--- src/rtl/hring_boundary_inject_arb.sv ---
// Shares one clock-boundary crossing between a ring pass-through slot and N local
// injection requesters; ring traffic has priority, locals share leftovers round-robin.
module hring_boundary_inject_arb #(
  parameter int W            = 144,
  parameter int N            = 4,
  parameter int STARVE_LIMIT = 15,
  parameter int CW           = 4
) (
  input  logic           clk,
  input  logic           rst,
  input  logic [W-1:0]   ring_in,
  output logic           ring_stall,
  input  logic [N-1:0]   req_valid,
  input  logic [N*W-1:0] req_flit,
  output logic [N-1:0]   req_grant,
  output logic [W-1:0]   port0_ci,
  output logic           starved
);

  localparam int PW = (N > 1) ? $clog2(N) : 1;
  localparam logic [CW-1:0] LIMIT = CW'(STARVE_LIMIT);

  typedef enum logic {
    ARB      = 1'b0,
    THROTTLE = 1'b1
  } state_t;

  // Handshake: req_grant[i] is the ready for requester i's valid/flit pair; the
  // flit is consumed in any cycle where req_valid[i] and req_grant[i] are both 1.

  state_t        state, state_next;
  logic [PW-1:0] rr_ptr, rr_next;
  logic [CW-1:0] starve_cnt, cnt_next;
  logic [PW-1:0] grant_idx, cand;
  logic          found;
  logic          grant_ok;
  logic [W-1:0]  sel_flit;

  // First pending requester at or after rr_ptr, wrapping mod N.
  always_comb begin
    found     = 1'b0;
    grant_idx = '0;
    cand      = '0;
    for (int k = 0; k < N; k++) begin
      cand = PW'((int'(rr_ptr) + k) % N);
      if (!found && req_valid[cand]) begin
        found     = 1'b1;
        grant_idx = cand;
      end
    end
  end

  assign grant_ok = rst && found && !ring_in[W-1];
  assign rr_next  = (N > 1) ? PW'((int'(grant_idx) + 1) % N) : '0;

  always_comb begin
    req_grant = '0;
    sel_flit  = '0;
    for (int i = 0; i < N; i++) begin
      if (grant_idx == PW'(i)) begin
        req_grant[i] = grant_ok;
        sel_flit     = req_flit[i*W +: W];
      end
    end
  end

  always_comb begin
    cnt_next = starve_cnt;
    if (req_valid == '0 || grant_ok)
      cnt_next = '0;
    else if (starve_cnt >= LIMIT)
      cnt_next = LIMIT;
    else
      cnt_next = starve_cnt + CW'(1);
  end

  // A grant clears cnt_next, so a grant on the limit cycle never enters THROTTLE.
  always_comb begin
    state_next = state;
    case (state)
      ARB:      if (cnt_next == LIMIT) state_next = THROTTLE;
      THROTTLE: if (grant_ok || req_valid == '0) state_next = ARB;
      default:  state_next = ARB;
    endcase
  end

  always_ff @(posedge clk or negedge rst) begin
    if (!rst) begin
      port0_ci   <= '0;
      rr_ptr     <= '0;
      starve_cnt <= '0;
      state      <= ARB;
      ring_stall <= 1'b0;
      starved    <= 1'b0;
    end else begin
      if (ring_in[W-1])
        port0_ci <= ring_in;
      else if (grant_ok)
        port0_ci <= {1'b1, sel_flit[W-2:0]};
      else
        port0_ci <= '0;
      if (grant_ok)
        rr_ptr <= rr_next;
      starve_cnt <= cnt_next;
      state      <= state_next;
      starved    <= (state_next == THROTTLE);
      // Stall lags THROTTLE entry by one cycle but drops together with the exit.
      ring_stall <= (state == THROTTLE) && (state_next == THROTTLE);
    end
  end

endmodule

--- config.mk ---
export PLATFORM = sky130hd
export DESIGN_NAME = hring_boundary_inject_arb
export DESIGN_NICKNAME = d
export VERILOG_FILES = /design/src/rtl/hring_boundary_inject_arb.sv
export SDC_FILE = /design/constraint.sdc
export NUM_CORES = 1
export LEC_CHECK = 0
export ABC_AREA = 1
export BUFFER_PORTS_ARGS = -buffer_cell sky130_fd_sc_hd__buf_4
export CAP_MARGIN = 30
export CORE_AREA = 2 2 337 339
export DETAILED_ROUTE_END_ITERATION = 8
export DIE_AREA = 0 0 339 341
export HOLD_SLACK_MARGIN = 0.02
export PLACE_DENSITY_LB_ADDON = 0.2
export SLEW_MARGIN = 40
export SYNTH_ARGS = -nofsm -noshare
export SYNTH_HDL_FRONTEND = slang
export SYNTH_SLANG_ARGS = --single-unit
--- constraint.sdc ---
create_clock -name clk -period 3.2 [get_ports clk]
set_input_delay 0.64 -clock clk [delete_from_list [all_inputs] [get_ports clk]]
set_output_delay 0.64 -clock clk [all_outputs]
set_load 0.005 [all_outputs]
==> results.tsv, run 1 <==
stage	metric	value	unit
global_route	GR Util All Layers	14.08	%
worst_setup_path	crit path DAT	2.42	ns
logic_synthesis	YS warnings	0	
route	drt pass-1 iters	5	
sta	clock skew	0.01411	ns
logic_synthesis	Adder-Cell Fraction of Synth Area	0.6508	%
pwr	leakage power	9.428	nW
place	worst slack, placed	-0.1348	ns
global_route	first-pass GRT wire length	112000	µm
die	die width	339	µm
logic_synthesis	largest area contributor in the netlist	dfrtp_1	
route	vias per cell	3.510	
clocking	clk slew on worst S/H paths	0.08	ns
worst_setup_path	CP startpoint kind	flop	
logic_synthesis	largest family of logic cells by synthesized area	compound AO/OA/AOI/OAI gates	
global_route	number of global-route vias before repair	13718	
route	drt total wl	84740	µm
sta	Setup TNS	0	ns
sta	final hold slack	0.3262	ns
cells_and_area	Area growth syn-to-layout	101.9	%
logic_synthesis	EDFF count, synth	0	
logic_synthesis	top post-synthesis cells by area	dfrtp_1 40%, nand2_1 16%, o21ai_0 9.1%	
worst_setup_path	CP endpoint kind	primary output	
logic_synthesis	#FFs+latches synth	152	
global_route	initial antenna violation count	27	
die	I/O pin count	876	
sta	crit path time final	3.058	ns
logic_synthesis	mean post-synth cell area	7.504	µm²
place	DPL Wire Length	69830	µm
sta	final hold vios	0	
route	via count	12968	
logic_synthesis	Cell variety after synth	31	
global_route	largest net degree at the start of global routing	81	
logic_synthesis	Synth top area share	39.57	%
die	die area	115600	µm²
clocking	Skew-Pair Late Insertion Delay	0.51	ns
pwr	Psw	10.02	mW
route	DRC Markers	0	
sta	Setup WS post-layout	0.1423	ns
route	Post-DRT Antenna Nets	0	
logic_synthesis	XOR/XNOR Fraction of Synth Area	0	%
sta	Slew @ Worst Pin	0.7528	ns
worst_setup_path	Crit Path Class	flop to primary output	
worst_setup_path	worst-path maximum fanout	6	
hold_path	Hold Crit Class	input port to flop	
die	overall die height	341	µm
sta	Slew HR	49.81	%
pwr	peak supply drop	0.0004022	V
job	max-capacitance violation count	0	
cells_and_area	share of layout cells above drive strength 1	48.51	%
sta	fin. max-slew vios	0	
die	Initial Util	8.592	%
clocking	CTS Buf Count	17	
pwr	Internal Power	10.12	mW
worst_setup_path	Critical Path RT	2.56	ns
logic_synthesis	Synth Instances	1281	
place	post-placement cell count	3637	
status	outcome	finished clean	
cells_and_area	Finished Core Util	17.34	%
logic_synthesis	mux cell area share after synthesis	0	%
clocking	CTS Sinks	152	
pwr	P per Cell Area	1038	nW/µm²
clocking	Max Root-Sink Buffers	2	
clocking	CTS tree	yes	
logic_synthesis	Seq/Total Area, Yosys	39.57	%
die	row count	123	
logic_synthesis	Top FF cell, synth	dfrtp_1	
place	DP Area	18530	µm²
clocking	root buf cell	clkbuf_16	
logic_synthesis	most frequent cell after synthesis	nand2_1	
global_route	total congestion overflow	0	
pwr	share of total power in the clock network	11.0	%
logic_synthesis	Synthesized Nets	2012	
sta	fmax	0.3270	GHz
logic_synthesis	share of synthesized registers carrying an async set or reset	100.0	%
sta	final setup vio count	0	
cells_and_area	final net count	2905	
route	per-cell routed wire length	22.93	µm
pwr	total power	20.13	mW
logic_synthesis	top post-synthesis cells by count	404 x nand2_1, 174 x o21ai_0, 152 x dfrtp_1	
logic_synthesis	Post-Synth Simple-Gate Area	19.58	%
pwr	power share of the combinational group	74.0	%
place	IO buf count	871	
place	global placer's final weighted congestion	0.8377	
pwr	Flop pwr share	15.0	%
sta	RSZ-0062 raised after global routing	true	
logic_synthesis	Mapped Area	9613	µm²
pwr	switch share	49.76	%
cells_and_area	Finished Cell Area	19410	µm²
cells_and_area	fin cells	3695	
clocking	H-tree levels	4	
sta	period utilisation layout	95.55	%
route	drt first-iter violations	569	
logic_synthesis	Synth Area in Compound Gates	33.48	%
die	placeable core area	111900	µm²
[critical path, cell delays in order (launching register included)]
cell and delay (ns):
dfrtp_2 0.47, buf_6 0.16, nand2_2 0.08, nand3_1 0.10
nand2_1 0.11, nand2_2 0.07, nand2_1 0.07, nand2_2 0.06
nand3_2 0.07, inv_2 0.05, ha_4 0.16, buf_12 0.13
buf_12 0.12, inv_1 0.06, nor2_2 0.03, buf_4 0.16
[worst paths after layout]
| check | startpoint | to | slack [ns] | cells after the start |
|---|---|---|---|---|
| setup / recovery | rr_ptr[0] | req_grant[1] | 0.14 | 15 |
| min in group asynchronous | rst | port0_ci[25] | 0.55 | 2 |
| setup reg to reg | rr_ptr[0] | port0_ci[130] | 0.18 | 18 |
| max in group asynchronous | rst | port0_ci[127] | 1.64 | 3 |
| hold reg to reg | state | ring_stall | 0.52 | 2 |
| hold / removal | ring_in[98] | port0_ci[98] | 0.33 | 3 |
[routing by layer]
metal,vias to the layer above,routed length (µm),global-route usage (%)
met5,-,107,0
met4,18,1069,3.454
met3,62,6450,5.253
met2,525,43570,24.98
met1,6094,33550,15.85
li1,6269,-,-
[logic make-up (layout without fill, tap and decap cells)]
| logic type | Yosys count | in the layout |
|---|---|---|
| AOI/OAI and AO/OA | 523 | 523 |
| adders and majority gates | 5 | 5 |
| buffers and inverters | 134 | 1040 |
| DFF | 152 | 152 |
| other | 0 | 8 |
| and+or+nand+nor | 467 | 467 |
[placed cells by master, fill, tap and decap left out, types with 3 or more instances in the layout]
master,netlist,layout
a21boi_1,9,9
nand3_1,44,39
dfrtp_1,152,150
buf_4,9,957
clkbuf_16,0,17
buf_12,0,23
nand2_4,1,3
a22oi_1,95,95
o21ai_0,174,172
nand2_1,404,390
nor2_4,1,4
o211ai_1,51,51
clkinv_4,0,3
clkinv_2,0,3
inv_1,16,12
ha_4,0,3
diode_2,0,8
nor2_1,9,5
inv_2,4,6
buf_6,8,4
a21oi_1,65,65
a21boi_0,82,82
o21ai_1,46,47
clkbuf_1,49,4
nand2_2,0,12
nand3_2,0,5
[sequential cells by signal, summed over array words and instances, names as in the netlist]
register    count
state           1
starve_cnt      4
rr_ptr          2
ring_stall      1
port0_ci      144
[power groups by stage]
stage,combinational [mW],clock (mW),sequential [mW]
CTS,15.0,2.36,3.02
floorplan,6.82,0,3.07
global route,16.5,2.41,3.10
finish,14.9,2.21,3.01
detailed placement,14.5,0,3.03
global placement,14.6,0,3.03
[cell type report]
type / instances / area, µm²
Antenna cell: 8 / 20.02
Timing Repair Buffer: 986 / 7715
Clock inverter: 11 / 125.1
Clock buffer: 21 / 440.4
Timing Repair inverter: 1 / 11.26
Inverter: 21 / 110.1
Sequential cell: 152 / 3806
Fill cell: 12898 / 92480
Tap cell: 1500 / 1877
Multi-Input combinational cell: 995 / 5301
[what timing repair did]
item                                    in CTS  in global routing
hold buffers                                 1                  0
gates resized for setup                     18                 29
hold endpoints to repair                    15                  0
pin swaps                                   12                 12
cloned                                       0                  1
endpoints found under the setup margin       4                 20
buffers inserted                             9                  7
Note: power is estimated with default switching activity, not from simulation.
==> run 2: changes to the inputs <==
==> constraint.sdc (replaced) <==
create_clock -name clk -period 3.2 [get_ports clk]
set_input_delay 0.48 -clock clk [delete_from_list [all_inputs] [get_ports clk]]
set_output_delay 0.48 -clock clk [all_outputs]
set_load 0.005 [all_outputs]
==> results.tsv, run 2 (synthesized netlist as in run 1, its figures left out) <==
stage	metric	value	unit	change
pwr	switch share	49.73	%	about the same
die	I/O pin count	876		unchanged
pwr	leakage power	9.370	nW	-0.62%
global_route	largest net degree at the start of global routing	59		-27%
sta	final hold vios	0		unchanged
place	DPL Wire Length	69780	µm	about the same
pwr	peak supply drop	0.0008250	V	+110%
job	max-capacitance violation count	0		unchanged
die	Initial Util	8.592	%	unchanged
sta	fin. max-slew vios	0		unchanged
place	IO buf count	871		unchanged
cells_and_area	biggest regs	port0_ci: 144 flops, starve_cnt: 4 flops, rr_ptr: 2 flops		
clocking	CTS Buf Count	17		unchanged
cells_and_area	max reg flops	144		unchanged
clocking	Skew-Pair Late Insertion Delay	0.51	ns	about the same
cells_and_area	register bank with the most flops	port0_ci		
die	die area	115600	µm²	unchanged
global_route	total congestion overflow	0		unchanged
global_route	number of global-route vias before repair	13811		+0.68%
route	via count	12836		-1.0%
clocking	CTS Sinks	152		unchanged
die	die width	339	µm	unchanged
worst_setup_path	CP endpoint kind	primary output		
die	overall die height	341	µm	unchanged
die	placeable core area	111900	µm²	unchanged
global_route	first-pass GRT wire length	114100	µm	+1.8%
pwr	power share of the combinational group	72.8	%	-1.2 points
global_route	initial antenna violation count	23		-15%
sta	crit path time final	3.077	ns	+0.01956 ns
pwr	P per Cell Area	1043	nW/µm²	+0.49%
worst_setup_path	reg2reg end	port0_ci[131]		
global_route	GR Util All Layers	14.26	%	+0.18 points
worst_setup_path	reg-to-reg startpoint	rr_ptr[0]		
place	global placer's final weighted congestion	0.8693		+3.8%
sta	Slew HR	52.92	%	+3.1 points
clocking	CTS tree	yes		
route	drt first-iter violations	534		-6.2%
sta	Slew @ Worst Pin	0.7062	ns	-0.04657 ns
hold_path	Hold Crit Class	input port to async pin		
cells_and_area	final net count	2880		-0.86%
pwr	Internal Power	10.09	mW	-0.29%
worst_setup_path	Critical Path RT	2.72	ns	+0.16 ns
worst_setup_path	r2r setup slk	0.21	ns	+0.03 ns
cells_and_area	Area growth syn-to-layout	100.2	%	
route	Post-DRT Antenna Nets	0		unchanged
cells_and_area	commonest non-fill, non-tap cell in the layout	buf_4		
route	vias per cell	3.501		-0.23%
route	per-cell routed wire length	23.18	µm	+1.1%
sta	RSZ-0062 raised after global routing	true		
die	row count	123		unchanged
place	DP Area	18350	µm²	-1.0%
clocking	root buf cell	clkbuf_16		
pwr	share of total power in the clock network	12.1	%	+1.1 points
worst_setup_path	crit path DAT	2.60	ns	+0.18 ns
status	outcome	finished clean		
worst_setup_path	CP startpoint kind	flop		
worst_setup_path	Crit Path Class	flop to primary output		
route	DRC Markers	0		unchanged
clocking	Max Root-Sink Buffers	2		unchanged
sta	clock skew	0.01801	ns	+0.003903 ns
worst_setup_path	Worst Reg-to-Reg Cells	19		+1
cells_and_area	Finished Cell Area	19250	µm²	-0.82%
pwr	Flop pwr share	15.1	%	about the same
clocking	clk slew on worst S/H paths	0.07	ns	about the same
sta	final setup vio count	0		unchanged
worst_setup_path	worst-path maximum fanout	6		unchanged
cells_and_area	commonest non-fill, non-tap cells in the layout	934 x buf_4, 395 x nand2_1, 168 x o21ai_0		
route	drt pass-1 iters	5		unchanged
sta	period utilisation layout	96.16	%	+0.61 points
place	worst slack, placed	-0.06890	ns	+0.06587 ns
pwr	Psw	9.980	mW	-0.38%
clocking	H-tree levels	4		unchanged
cells_and_area	share of layout cells above drive strength 1	47.36	%	-1.2 points
sta	fmax	0.3250	GHz	-0.64%
route	drt total wl	84960	µm	+0.26%
sta	Setup WS post-layout	0.1228	ns	-0.01956 ns
run 2: worst max-delay path, stage by stage, from the launching register on:
cell,delay [ns]
dfrtp_2,0.46
buf_6,0.15
nand2_4,0.07
nand2_4,0.07
nand2_4,0.07
nand2_2,0.07
nor2_4,0.12
nand3_1,0.07
nand3_1,0.10
nand2_2,0.10
inv_2,0.07
buf_4,0.11
ha_4,0.18
clkinv_8,0.08
buf_16,0.13
nor2_2,0.09
buf_4,0.14
run 2: final cells by class:
type,instances,area (µm²)
inverter,21,93.84
clock inverter,14,195.2
antenna,4,10.01
timing repair buffer,962,7581
multi-input combinational,995,5246
tap,1500,1877
clock buffer,18,439.2
fill,12922,92640
sequential,152,3805
run 2: power groups by stage:
stage / logic, mW / registers [mW] / clock network [mW]
5_1_grt: 16.2 / 3.11 / 2.60
4_1_cts: 14.8 / 3.04 / 2.57
6_report: 14.6 / 3.03 / 2.42
2_1_floorplan: 6.82 / 3.07 / 0
3_5_place_dp: 14.2 / 3.07 / 0
3_3_place_gp: 14.3 / 3.07 / 0
run 2: layer usage:
layer	vias up	track usage, %	wire, µm
met4	12	3.102	1139
met2	538	25.64	43580
met1	6015	16.68	34650
met5	-	0	79
li1	6207	-	-
met3	64	4.089	5512
run 2: worst max path at each step:
stage | endpoint | slack [ns] | start
2_1_floorplan | req_grant[2] | 0.57 | req_valid[3]
3_3_place_gp | port0_ci[141] | 0.004 | req_valid[1]
3_5_place_dp | port0_ci[141] | -0.07 | req_valid[3]
4_1_cts | req_grant[2] | -0.003 | rr_ptr[0]
5_1_grt | req_grant[2] | -0.06 | rr_ptr[1]
6_report | req_grant[2] | 0.12 | rr_ptr[0]
run 2: metrics by stage:
step / cells / util [%] / setup TNS, ns / hold WS, ns / power (mW)
6_report: 3666 / 17.20 / 0 / 0.07277 / 20.07
5_1_grt: 3665 / 17.20 / -0.08470 / 0.07950 / 21.92
4_1_cts: 3655 / 17.08 / -0.002744 / 0.09471 / 20.40
3_5_place_dp: 3616 / 16.40 / -0.06890 / 0.3420 / 17.30
3_3_place_gp: 3615 / 16.37 / 0 / 0.3408 / 17.35
2_1_floorplan: 1281 / - / 0 / 0.1844 / 9.883
run 2: timing repair:
action                                  CTS  global route
cloned                                    2             0
setup buffers                             4             7
hold buffers                              1             0
resized for setup                         7            24
pin swaps                                 1             9
endpoints found under the hold margin    18             0
endpoints found under the setup margin    4            12
